File: config.mk
export PLATFORM = sky130hd
export DESIGN_NAME = platform_layer_flat
export DESIGN_NICKNAME = d
export VERILOG_FILES = /design/src/rtl/vga_if.sv /design/src/rtl/platform_layer.sv /design/src/flat_wrapper.sv
export SDC_FILE = /design/constraint.sdc
export NUM_CORES = 1
export LEC_CHECK = 0
export CAP_MARGIN = 0
export CORE_MARGIN = 2
export CORE_UTILIZATION = 59
export DETAILED_ROUTE_END_ITERATION = 16
export PLACE_DENSITY = 0.9
export REMOVE_ABC_BUFFERS = 1
export SETUP_SLACK_MARGIN = 0.2
export SYNTH_ARGS = -nofsm -noshare
export SYNTH_HDL_FRONTEND = slang
export SYNTH_SLANG_ARGS = --single-unit
export TNS_END_PERCENT = 20
File: constraint.sdc
create_clock -name clk -period 13.8 [get_ports clk]
set_input_delay 2.76 -clock clk [delete_from_list [all_inputs] [get_ports clk]]
set_output_delay 2.76 -clock clk [all_outputs]
set_load 0.1 [all_outputs]
File: src/rtl/vga_if.sv
// VGA pixel-stream bundle: timing counters, sync/blank strobes and 12-bit colour.
// Producers use master/out, consumers use slave/in.
interface vga_if;
  logic [10:0] hcount;
  logic [10:0] vcount;
  logic        hsync;
  logic        vsync;
  logic        hblnk;
  logic        vblnk;
  logic [11:0] rgb;

  modport master (output hcount, vcount, hsync, vsync, hblnk, vblnk, rgb);
  modport slave  (input  hcount, vcount, hsync, vsync, hblnk, vblnk, rgb);
  modport out    (output hcount, vcount, hsync, vsync, hblnk, vblnk, rgb);
  modport in     (input  hcount, vcount, hsync, vsync, hblnk, vblnk, rgb);
endinterface

File: src/rtl/platform_layer.sv
// Platform/tile overlay stage: draws up to NUM_SEGS horizontal tile runs from a
// shared tile-sheet ROM, with descriptors double-buffered and committed at vblank.
module platform_layer #(
  parameter int          NUM_SEGS    = 4,
  parameter int          TILE_W_LOG2 = 5,
  parameter int          TILE_H_LOG2 = 5,
  parameter int          SHEET_ROW_W = 1,
  parameter int          ROM_ADDR_W  = SHEET_ROW_W + TILE_H_LOG2 + TILE_W_LOG2,
  parameter logic [11:0] BLANK_RGB   = 12'h888,
  parameter logic [11:0] KEY_RGB     = 12'hF0F
) (
  input  logic                  clk,
  input  logic                  rst,
  input  logic                  enable,
  input  logic                  cfg_we,
  input  logic [3:0]            cfg_idx,
  input  logic [31:0]           cfg_data,
  output logic                  cfg_pending,
  output logic [ROM_ADDR_W-1:0] pixel_addr,
  input  logic [11:0]           rgb_pixel,
  vga_if.in                     in,
  vga_if.out                    out
);

  localparam int DESC_W = 28 + SHEET_ROW_W;

  typedef struct packed {
    logic [10:0] hcount;
    logic [10:0] vcount;
    logic        hsync;
    logic        vsync;
    logic        hblnk;
    logic        vblnk;
    logic [11:0] rgb;
  } vga_t;

  logic [DESC_W-1:0] shadow [NUM_SEGS];
  logic [DESC_W-1:0] active [NUM_SEGS];
  logic              vblnk_prev;
  logic              commit;
  logic              cfg_valid;
  logic              unused_cfg_bits;

  assign commit          = in.vblnk & ~vblnk_prev;
  assign cfg_valid       = cfg_we && ({1'b0, cfg_idx} < 5'(NUM_SEGS));
  assign unused_cfg_bits = ^cfg_data[31:DESC_W];

  // Commit copies the pre-edge shadow contents, so a same-cycle write stays pending.
  always_ff @(posedge clk or posedge rst) begin
    if (rst) begin
      for (int i = 0; i < NUM_SEGS; i++) begin
        shadow[i] <= '0;
        active[i] <= '0;
      end
      vblnk_prev  <= 1'b0;
      cfg_pending <= 1'b0;
    end else begin
      vblnk_prev <= in.vblnk;
      if (commit) begin
        for (int i = 0; i < NUM_SEGS; i++) begin
          active[i] <= shadow[i];
        end
      end
      for (int i = 0; i < NUM_SEGS; i++) begin
        if (cfg_valid && cfg_idx == 4'(i)) begin
          shadow[i] <= cfg_data[DESC_W-1:0];
        end
      end
      if (cfg_valid) begin
        cfg_pending <= 1'b1;
      end else if (commit) begin
        cfg_pending <= 1'b0;
      end
    end
  end

  logic [NUM_SEGS-1:0]   seg_hit;
  logic [ROM_ADDR_W-1:0] seg_addr [NUM_SEGS];
  logic [11:0]           h12;
  logic [11:0]           v12;

  assign h12 = {1'b0, in.hcount};
  assign v12 = {1'b0, in.vcount};

  for (genvar g = 0; g < NUM_SEGS; g++) begin : g_seg
    logic [11:0]            x_lo;
    logic [11:0]            x_hi;
    logic [11:0]            y_lo;
    logic [11:0]            y_hi;
    logic [5:0]             len;
    logic [TILE_H_LOG2-1:0] v_off;
    logic [TILE_W_LOG2-1:0] h_off;

    assign len  = active[g][27:22];
    assign x_lo = {1'b0, active[g][10:0]};
    assign y_lo = {1'b0, active[g][21:11]};
    assign y_hi = y_lo + 12'((1 << TILE_H_LOG2) - 1);
    assign x_hi = x_lo + ({6'd0, len} << TILE_W_LOG2);

    // Offsets are taken modulo the tile size so tiles repeat along the run.
    assign v_off = v12[TILE_H_LOG2-1:0] - y_lo[TILE_H_LOG2-1:0];
    assign h_off = h12[TILE_W_LOG2-1:0] - x_lo[TILE_W_LOG2-1:0];

    assign seg_hit[g]  = (len != 6'd0) && (v12 >= y_lo) && (v12 <= y_hi) &&
                         (h12 >= x_lo) && (h12 < x_hi);
    assign seg_addr[g] = {active[g][28 +: SHEET_ROW_W], v_off, h_off};
  end

  logic                  hit_any;
  logic [ROM_ADDR_W-1:0] sel_addr;

  // Walking downward lets the lowest-index hitting segment take precedence.
  always_comb begin
    hit_any  = 1'b0;
    sel_addr = '0;
    for (int i = NUM_SEGS - 1; i >= 0; i--) begin
      if (seg_hit[i]) begin
        hit_any  = 1'b1;
        sel_addr = seg_addr[i];
      end
    end
  end

  vga_t        s0;
  vga_t        s1;
  vga_t        s2;
  logic        hit1;
  logic        hit2;
  logic [11:0] rgb_next;

  always_comb begin
    s0.hcount = in.hcount;
    s0.vcount = in.vcount;
    s0.hsync  = in.hsync;
    s0.vsync  = in.vsync;
    s0.hblnk  = in.hblnk;
    s0.vblnk  = in.vblnk;
    s0.rgb    = in.rgb;
  end

  always_comb begin
    if (s2.hblnk || s2.vblnk) begin
      rgb_next = BLANK_RGB;
    end else if (hit2 && rgb_pixel != KEY_RGB) begin
      rgb_next = rgb_pixel;
    end else begin
      rgb_next = s2.rgb;
    end
  end

  // Three-stage pipe: address issue, ROM read, output register.
  always_ff @(posedge clk or posedge rst) begin
    if (rst) begin
      s1         <= '0;
      s2         <= '0;
      hit1       <= 1'b0;
      hit2       <= 1'b0;
      pixel_addr <= '0;
      out.hcount <= '0;
      out.vcount <= '0;
      out.hsync  <= 1'b0;
      out.vsync  <= 1'b0;
      out.hblnk  <= 1'b0;
      out.vblnk  <= 1'b0;
      out.rgb    <= '0;
    end else begin
      s1   <= s0;
      hit1 <= hit_any & enable;
      if (hit_any) begin
        pixel_addr <= sel_addr;
      end
      s2         <= s1;
      hit2       <= hit1;
      out.hcount <= s2.hcount;
      out.vcount <= s2.vcount;
      out.hsync  <= s2.hsync;
      out.vsync  <= s2.vsync;
      out.hblnk  <= s2.hblnk;
      out.vblnk  <= s2.vblnk;
      out.rgb    <= rgb_next;
    end
  end

endmodule
File: src/flat_wrapper.sv
// flat-port wrapper written by rule: the top's interface ports become plain ports
module platform_layer_flat 
#(
  parameter int          NUM_SEGS    = 4,
  parameter int          TILE_W_LOG2 = 5,
  parameter int          TILE_H_LOG2 = 5,
  parameter int          SHEET_ROW_W = 1,
  parameter int          ROM_ADDR_W  = SHEET_ROW_W + TILE_H_LOG2 + TILE_W_LOG2,
  parameter logic [11:0] BLANK_RGB   = 12'h888,
  parameter logic [11:0] KEY_RGB     = 12'hF0F
)
  (clk, rst, enable, cfg_we, cfg_idx, cfg_data, cfg_pending, pixel_addr, rgb_pixel, in_hcount, in_vcount, in_hsync, in_vsync, in_hblnk, in_vblnk, in_rgb, out_hcount, out_vcount, out_hsync, out_vsync, out_hblnk, out_vblnk, out_rgb);
  vga_if in_i ();
  vga_if out_i ();
  input  logic clk;
  input  logic rst;
  input  logic enable;
  input  logic cfg_we;
  input  logic [3:0] cfg_idx;
  input  logic [31:0] cfg_data;
  output logic cfg_pending;
  output logic [ROM_ADDR_W-1:0] pixel_addr;
  input  logic [11:0] rgb_pixel;
  input wire logic [$bits(in_i.hcount)-1:0] in_hcount;
  input wire logic [$bits(in_i.vcount)-1:0] in_vcount;
  input wire logic [$bits(in_i.hsync)-1:0] in_hsync;
  input wire logic [$bits(in_i.vsync)-1:0] in_vsync;
  input wire logic [$bits(in_i.hblnk)-1:0] in_hblnk;
  input wire logic [$bits(in_i.vblnk)-1:0] in_vblnk;
  input wire logic [$bits(in_i.rgb)-1:0] in_rgb;
  output wire logic [$bits(out_i.hcount)-1:0] out_hcount;
  output wire logic [$bits(out_i.vcount)-1:0] out_vcount;
  output wire logic [$bits(out_i.hsync)-1:0] out_hsync;
  output wire logic [$bits(out_i.vsync)-1:0] out_vsync;
  output wire logic [$bits(out_i.hblnk)-1:0] out_hblnk;
  output wire logic [$bits(out_i.vblnk)-1:0] out_vblnk;
  output wire logic [$bits(out_i.rgb)-1:0] out_rgb;
  assign in_i.hcount = in_hcount;
  assign in_i.vcount = in_vcount;
  assign in_i.hsync = in_hsync;
  assign in_i.vsync = in_vsync;
  assign in_i.hblnk = in_hblnk;
  assign in_i.vblnk = in_vblnk;
  assign in_i.rgb = in_rgb;
  assign out_hcount = out_i.hcount;
  assign out_vcount = out_i.vcount;
  assign out_hsync = out_i.hsync;
  assign out_vsync = out_i.vsync;
  assign out_hblnk = out_i.hblnk;
  assign out_vblnk = out_i.vblnk;
  assign out_rgb = out_i.rgb;
  platform_layer #(.NUM_SEGS(NUM_SEGS), .TILE_W_LOG2(TILE_W_LOG2), .TILE_H_LOG2(TILE_H_LOG2), .SHEET_ROW_W(SHEET_ROW_W), .ROM_ADDR_W(ROM_ADDR_W), .BLANK_RGB(BLANK_RGB), .KEY_RGB(KEY_RGB)) u_core (.clk(clk), .rst(rst), .enable(enable), .cfg_we(cfg_we), .cfg_idx(cfg_idx), .cfg_data(cfg_data), .cfg_pending(cfg_pending), .pixel_addr(pixel_addr), .rgb_pixel(rgb_pixel), .in(in_i), .out(out_i));
endmodule
==> results.yml, run 1 <==
outcome:
  status: "finished clean"
timing:
  hold_viol: 0
  skew_ns: 0.0352
  period_minus_slack_ns: 6.17
  max_freq_ghz: 0.162
  drv_slew: 0
  worst_pin_slew_ns: 1.22
  tns_ns: 0
  setup_viol: 0
  fin_crit_sh: 0.447
  slew_headroom: 0.179
  rsz0062_at_grt: "false"
critical_path:
  reg2reg_from: "u_core.active[41]"
  reg2reg_depth: 14
  arrival_ns: 6.64
  cp-start-kind: "input pin"
  path_buf_inv: 1
  crit_fanout: 21
  path_class: "input pin to flop"
  endpoint_kind: "flop"
  r2r_slack_ns: 9.11
  crit_slowest_cell: "nand4_1"
  critPathRequiredTime_ns: 14.27
  max_stage_delay_ns: 0.87
  crit_chain: "clkdlybuf4s50_1, ha_1, nor2b_1, o31a_1, o31ai_1, a21oi_1, nand4_1, a31oi_1, o21a_1"
  reg2reg_to: "u_core.pixel_addr[6]"
  critPathTopFamily: "compound AO/OA/AOI/OAI gates"
synth:
  ys_ff_latch: 360
  synthXorXnorAreaFrac: 0.0284
  synth_top_family_by_area: "adder cells"
  yosys.area_share.simple: 0.0838
  synth_area_um2: 18200
  synth_compound_area_frac: 0.124
  ys.flop_type: "dfrtp_1"
  synth_mux_area_frac: 0.0950
  netlist_instances: 1614
  synth_edf_count: 0
  syn_area_per_cell_um2: 11.3
  synth_cell_type_count: 68
  synth.yosys.seq_area_share: 0.494
  ys_warn_count: 0
  synthArstFlopShare: 1.00
  synth_fa_ha_area_frac: 0.140
global_routing:
  grt_overflow_total: 0
  grtUsageMet1: 0.373
  grt_use_total: 0.273
  grt_use_met2: 0.447
  grt_max_degree: 179
  grt_first_pass_wirelength_um: 71500
  busiest_layer: "met2"
  antenna_found_initial: 0
  grt_pass1_vias: 13700
  use_met3: 0.0397
floorplanning:
  dieArea_um2: 32300
  ios: 140
  initial_utilization: 0.597
  die_w_um: 180
  row_count: 64
  die_h_um: 180
  core_area_um2: 30500
clock_tree:
  cts_tree: "done"
  clk_latency_ns: 0.54
  cts_buffers: 37
  post-cts-setup-buffers: 0
  clockRootBuffer: "clkbuf_16"
  ctsResizeCount: 0
  clock_sinks: 360
  path_clk_slew_ns: 0.07
  hold_buffers: 0
  cts_buffer_depth: 3
  htree_levels: 2
power:
  power.density_nw_per_um2: 179
  p_leak_nw: 9.57
  peakVddDrop_uv: 126
layout:
  fin_area_um2: 21200
  fin_nets: 2036
  final_cells: 2172
  drive_gt1_frac: 0.128
  antenna_cells: 0
  final_cell_mix: "dfrtp_1 (360), ha_1 (184), mux2_2 (144)"
  nFillCells: 2017
  area_growth_pct: 16.5
  mostFrequentLayoutCell: "dfrtp_1"
worst_hold_path:
  worstHoldPathType: "flop to flop"
  hp-start: "u_core.s2[23]"
  worstHoldPathCells: 0
  min_to: "u_core.out.vcount[7]"
placed_design:
  place.gp.congestion: 0.906
  dpl.hpwl_um: 30700
  dp.cells: 2107
  dpl-instance-area_um2: 20000
  io_buffers: 136
drt:
  ant_nets: 0
  drtIter0Drc: 960
  routedWlPerCell_um: 20.1
  wl_um: 43700
  dr.pass1.iters: 5
  dr_total_vias: 13200
  routed_via_density: 6.07
  remaining_drc_errors: 0
job:
  maxCapViolCount: 0
[flip-flops by register name, summed over array words and instances, names as in the netlist]
register / count
u_core.out.vsync: 1
u_core.s2: 38
u_core.vblnk_prev: 1
u_core.out.hblnk: 1
u_core.hit2: 1
u_core.s1: 37
u_core.cfg_pending: 1
u_core.hit1: 1
u_core.active: 116
u_core.out.vcount: 11
u_core.out.rgb: 12
u_core.pixel_addr: 11
u_core.out.vblnk: 1
u_core.shadow: 116
u_core.out.hcount: 11
u_core.out.hsync: 1
[report_power, final]
part | internal (mW) | total (mW) | switching (mW)
Sequential | 1.26 | 1.39 | 0.134
Clock | 0.594 | 1.02 | 0.428
Combinational | 0.557 | 1.39 | 0.831
Total | 2.41 | 3.80 | 1.39
[layer usage]
layer | part of all wire | vias to the layer above
met4 | 0.033 | 0
li1 | - | 6013
met3 | 0.061 | 112
met1 | 0.43 | 6505
met2 | 0.48 | 550
met5 | 0 | -
[synth_stat cells (4+ instances only)]
cell / count / share of area
nor2_1: 61 / 0.013
nor3b_1: 4 / 0.0016
clkbuf_1: 32 / 0.0066
o21ai_0: 134 / 0.037
a21o_1: 28 / 0.012
nand3_1: 20 / 0.0055
a211o_1: 6 / 0.0029
buf_1: 8 / 0.0016
nor4_1: 11 / 0.0038
o221ai_1: 6 / 0.0029
o31a_1: 8 / 0.0038
a21oi_1: 63 / 0.017
o21a_1: 17 / 0.0070
xor2_1: 15 / 0.0072
a211oi_1: 12 / 0.0049
nand4_1: 20 / 0.0069
o31ai_1: 6 / 0.0025
dfrtp_1: 360 / 0.49
nor3_1: 23 / 0.0063
fa_1: 12 / 0.013
or2_2: 5 / 0.0017
nand2_1: 138 / 0.028
o211a_1: 5 / 0.0027
buf_2: 5 / 0.0014
a221o_1: 4 / 0.0022
nand2b_1: 5 / 0.0017
o21bai_1: 10 / 0.0041
xnor2_1: 44 / 0.021
nor2b_1: 17 / 0.0058
o211ai_1: 14 / 0.0058
mux2i_1: 11 / 0.0060
inv_1: 119 / 0.025
a31oi_1: 11 / 0.0038
ha_1: 184 / 0.13
mux2_2: 144 / 0.089
[worst max path at each step]
| stage | startpoint | to | slack, ns | depth (start not counted) |
|---|---|---|---|---|
| final | in_vcount[1] | u_core.pixel_addr[7] | 7.63 | 9 |
| after global routing | in_vcount[7] | u_core.pixel_addr[6] | 7.53 | 10 |
| after CTS | in_vcount[1] | u_core.pixel_addr[8] | 7.73 | 9 |
| after detailed placement | in_vcount[1] | u_core.pixel_addr[8] | 7.18 | 9 |
| after global placement | in_vcount[1] | u_core.pixel_addr[8] | 7.31 | 9 |
| after floorplan | rst | u_core.active[0] | 1.05 | 1 |
[metrics by stage]
stage           util  hold slack, ns  power (mW)  setup WS [ns]
2_1_floorplan      -           0.331        2.37           1.05
3_3_place_gp   0.655           0.331        2.66           7.31
3_5_place_dp   0.655           0.335        2.75           7.18
4_1_cts        0.696           0.343        3.79           7.73
5_1_grt        0.696           0.350        4.00           7.53
6_report       0.696           0.339        3.80           7.63
[layout make-up]
cell class,instances,area (um^2),share of cell area
flip-flops and latches,360,9010,0.424
multi-input cells,1089,8610,0.405
repair buffers,143,1430,0.0672
clock buffers,47,1030,0.0487
well taps,396,495,0.0233
inverters,119,454,0.0214
clock inverters,18,213,0.0100
[logic make-up after synthesis]
kind of cell	Yosys count
AND/OR/NAND/NOR	324
XOR/XNOR	59
AO/OA/AOI/OAI	355
flip-flops	360
buffers and inverters	165
multiplexers	155
adder cells (fa/ha/maj)	196
(Power assumes the default switching activity.)
==> run 2: changes to the inputs <==
Settings changed: CORE_UTILIZATION 59 to 53, PLACE_DENSITY 0.9 to 0.86.
Clock period 13.8 ns to 5.1 ns, I/O delays scaled along.
==> results.yml, run 2 (synthesis gave the netlist of run 1 again) <==
drt:
  drtIter0Drc: 1136
  wl_um: 44700
  remaining_drc_errors: 0
  dr.pass1.iters: 6
  routedWlPerCell_um: 20.0
  ant_nets: 0
  dr_total_vias: 13300
  routed_via_density: 5.93
clock_tree:
  clk_latency_ns: 0.54
  htree_levels: 2
  clock_sinks: 360
  hold_buffers: 0
  cts_tree: "done"
  ctsResizeCount: 0
  cts_buffers: 38
  cts_buffer_depth: 3
  post-cts-setup-buffers: 0
  path_clk_slew_ns: 0.06
  clockRootBuffer: "clkbuf_16"
power:
  p_sw_frac: 0.362
  power.density_nw_per_um2: 480
  p_sw_mw: 3.73
  power_mw: 10.3
  p_leak_nw: 9.65
  comb_power_share: 0.367
  power.internal_mw: 6.56
  p_seq_frac: 0.366
  clock_power_share: 0.267
  peakVddDrop_uv: 264
timing:
  rsz0062_at_grt: "false"
  skew_ns: 0.0236
  slew_headroom: 0.163
  drv_slew: 0
  period_minus_slack_ns: 4.47
  max_freq_ghz: 0.224
  worst_slack_ns: 0.629
  fin_crit_sh: 0.877
  hold_viol: 0
  setup_viol: 0
  worst_pin_slew_ns: 1.25
layout:
  fin_nets: 2050
  nFillCells: 2447
  final_cells: 2239
  drive_gt1_frac: 0.134
  antenna_cells: 0
  largest_registers: "u_core.active: 116 flops, u_core.shadow: 116 flops, u_core.s2: 38 flops"
  postLayoutCoreUtil: 0.636
  mostFrequentLayoutCell: "dfrtp_1"
  final_cell_mix: "dfrtp_1 (360), ha_1 (184), mux2_2 (144)"
  area_growth_pct: 17.6
global_routing:
  antenna_found_initial: 0
  grt_first_pass_wirelength_um: 72400
  grt_pass1_vias: 13800
  grt_use_total: 0.255
  grt_overflow_total: 0
  grt_max_degree: 206
worst_hold_path:
  worstHoldPathType: "flop to flop"
  hp-start: "u_core.s2[24]"
floorplanning:
  dieArea_um2: 35900
  row_count: 67
  core_area_um2: 33700
  ios: 140
  initial_utilization: 0.541
  die_h_um: 189
  die_w_um: 189
critical_path:
  cp-start-kind: "flop"
  critPathRequiredTime_ns: 5.51
  endpoint_kind: "flop"
  reg2reg_from: "u_core.active[40]"
  crit_fanout: 9
  path_class: "flop to flop"
  arrival_ns: 4.88
  worstSetupStartpoint: "u_core.active[40]"
outcome:
  status: "finished clean"
placed_design:
  dp.cells: 2172
  io_buffers: 136
  post-place-ws_ns: 0.521
  dpl.hpwl_um: 31300
  place.gp.congestion: 0.917
job:
  maxCapViolCount: 0
-- run 2: worst max-delay path, cell delays in order, from the launching register on --
cell      delay, ns
dfrtp_1        0.42
nor3_1         0.47
nand2_1        0.11
o21ai_0        0.43
nor2_1         0.12
xnor2_1        0.20
ha_1           0.27
and3_1         0.16
a221oi_1       0.29
o21ai_0        0.14
o221ai_1       0.30
o211ai_1       0.34
o21ai_0        0.53
o221ai_1       0.23
a221o_1        0.35
-- run 2: final timing paths --
kind | slack, ns | cells after the start | to
min in group asynchronous | 1.12 | 2 | u_core.s1[15]
max | 0.63 | 14 | u_core.pixel_addr[0]
min | 0.34 | 0 | u_core.out.vcount[8]
max reg2reg | 0.63 | 14 | u_core.pixel_addr[0]
max in group asynchronous | 2.98 | 3 | u_core.active[27]
min reg2reg | 0.34 | 0 | u_core.out.vcount[8]
-- run 2: cell type report --
| cell class | count | area [um^2] | share of cell area |
|---|---|---|---|
| timing repair buffer | 156 | 1560 | 0.0728 |
| clock inverter | 16 | 176 | 0.00823 |
| tap | 448 | 561 | 0.0261 |
| inverter | 119 | 454 | 0.0212 |
| clock buffer | 51 | 1070 | 0.0500 |
| multi-input combinational | 1089 | 8610 | 0.401 |
| sequential | 360 | 9010 | 0.420 |
-- run 2: through the flow --
| stage | setup TNS, ns | hold slack [ns] | cell area (um^2) |
|---|---|---|---|
| final | 0 | 0.339 | 21400 |
| after detailed placement | 0 | 0.335 | 20200 |
| after global routing | 0 | 0.342 | 21400 |
| after CTS | 0 | 0.342 | 21400 |
| after floorplan | -2436.26 | 0.331 | 18000 |
| after global placement | 0 | 0.331 | 20200 |
-- run 2: per-layer routing --
| layer | global-route usage | share of wire | vias to the layer above |
|---|---|---|---|
| met4 | 0.117 | 0.042 | 0 |
| met5 | 0 | 0 | - |
| met3 | 0.0391 | 0.066 | 127 |
| met1 | 0.339 | 0.42 | 6561 |
| met2 | 0.415 | 0.47 | 546 |
| li1 | - | - | 6046 |
-- run 2: power groups by stage --
stage	sequential, mW	combinational [mW]	clock, mW
after floorplan	4.14	2.27	0
after global placement	3.75	3.49	0
after detailed placement	3.79	3.67	0
after CTS	3.75	3.74	2.79
after global routing	3.82	4.13	2.91
final	3.76	3.78	2.75
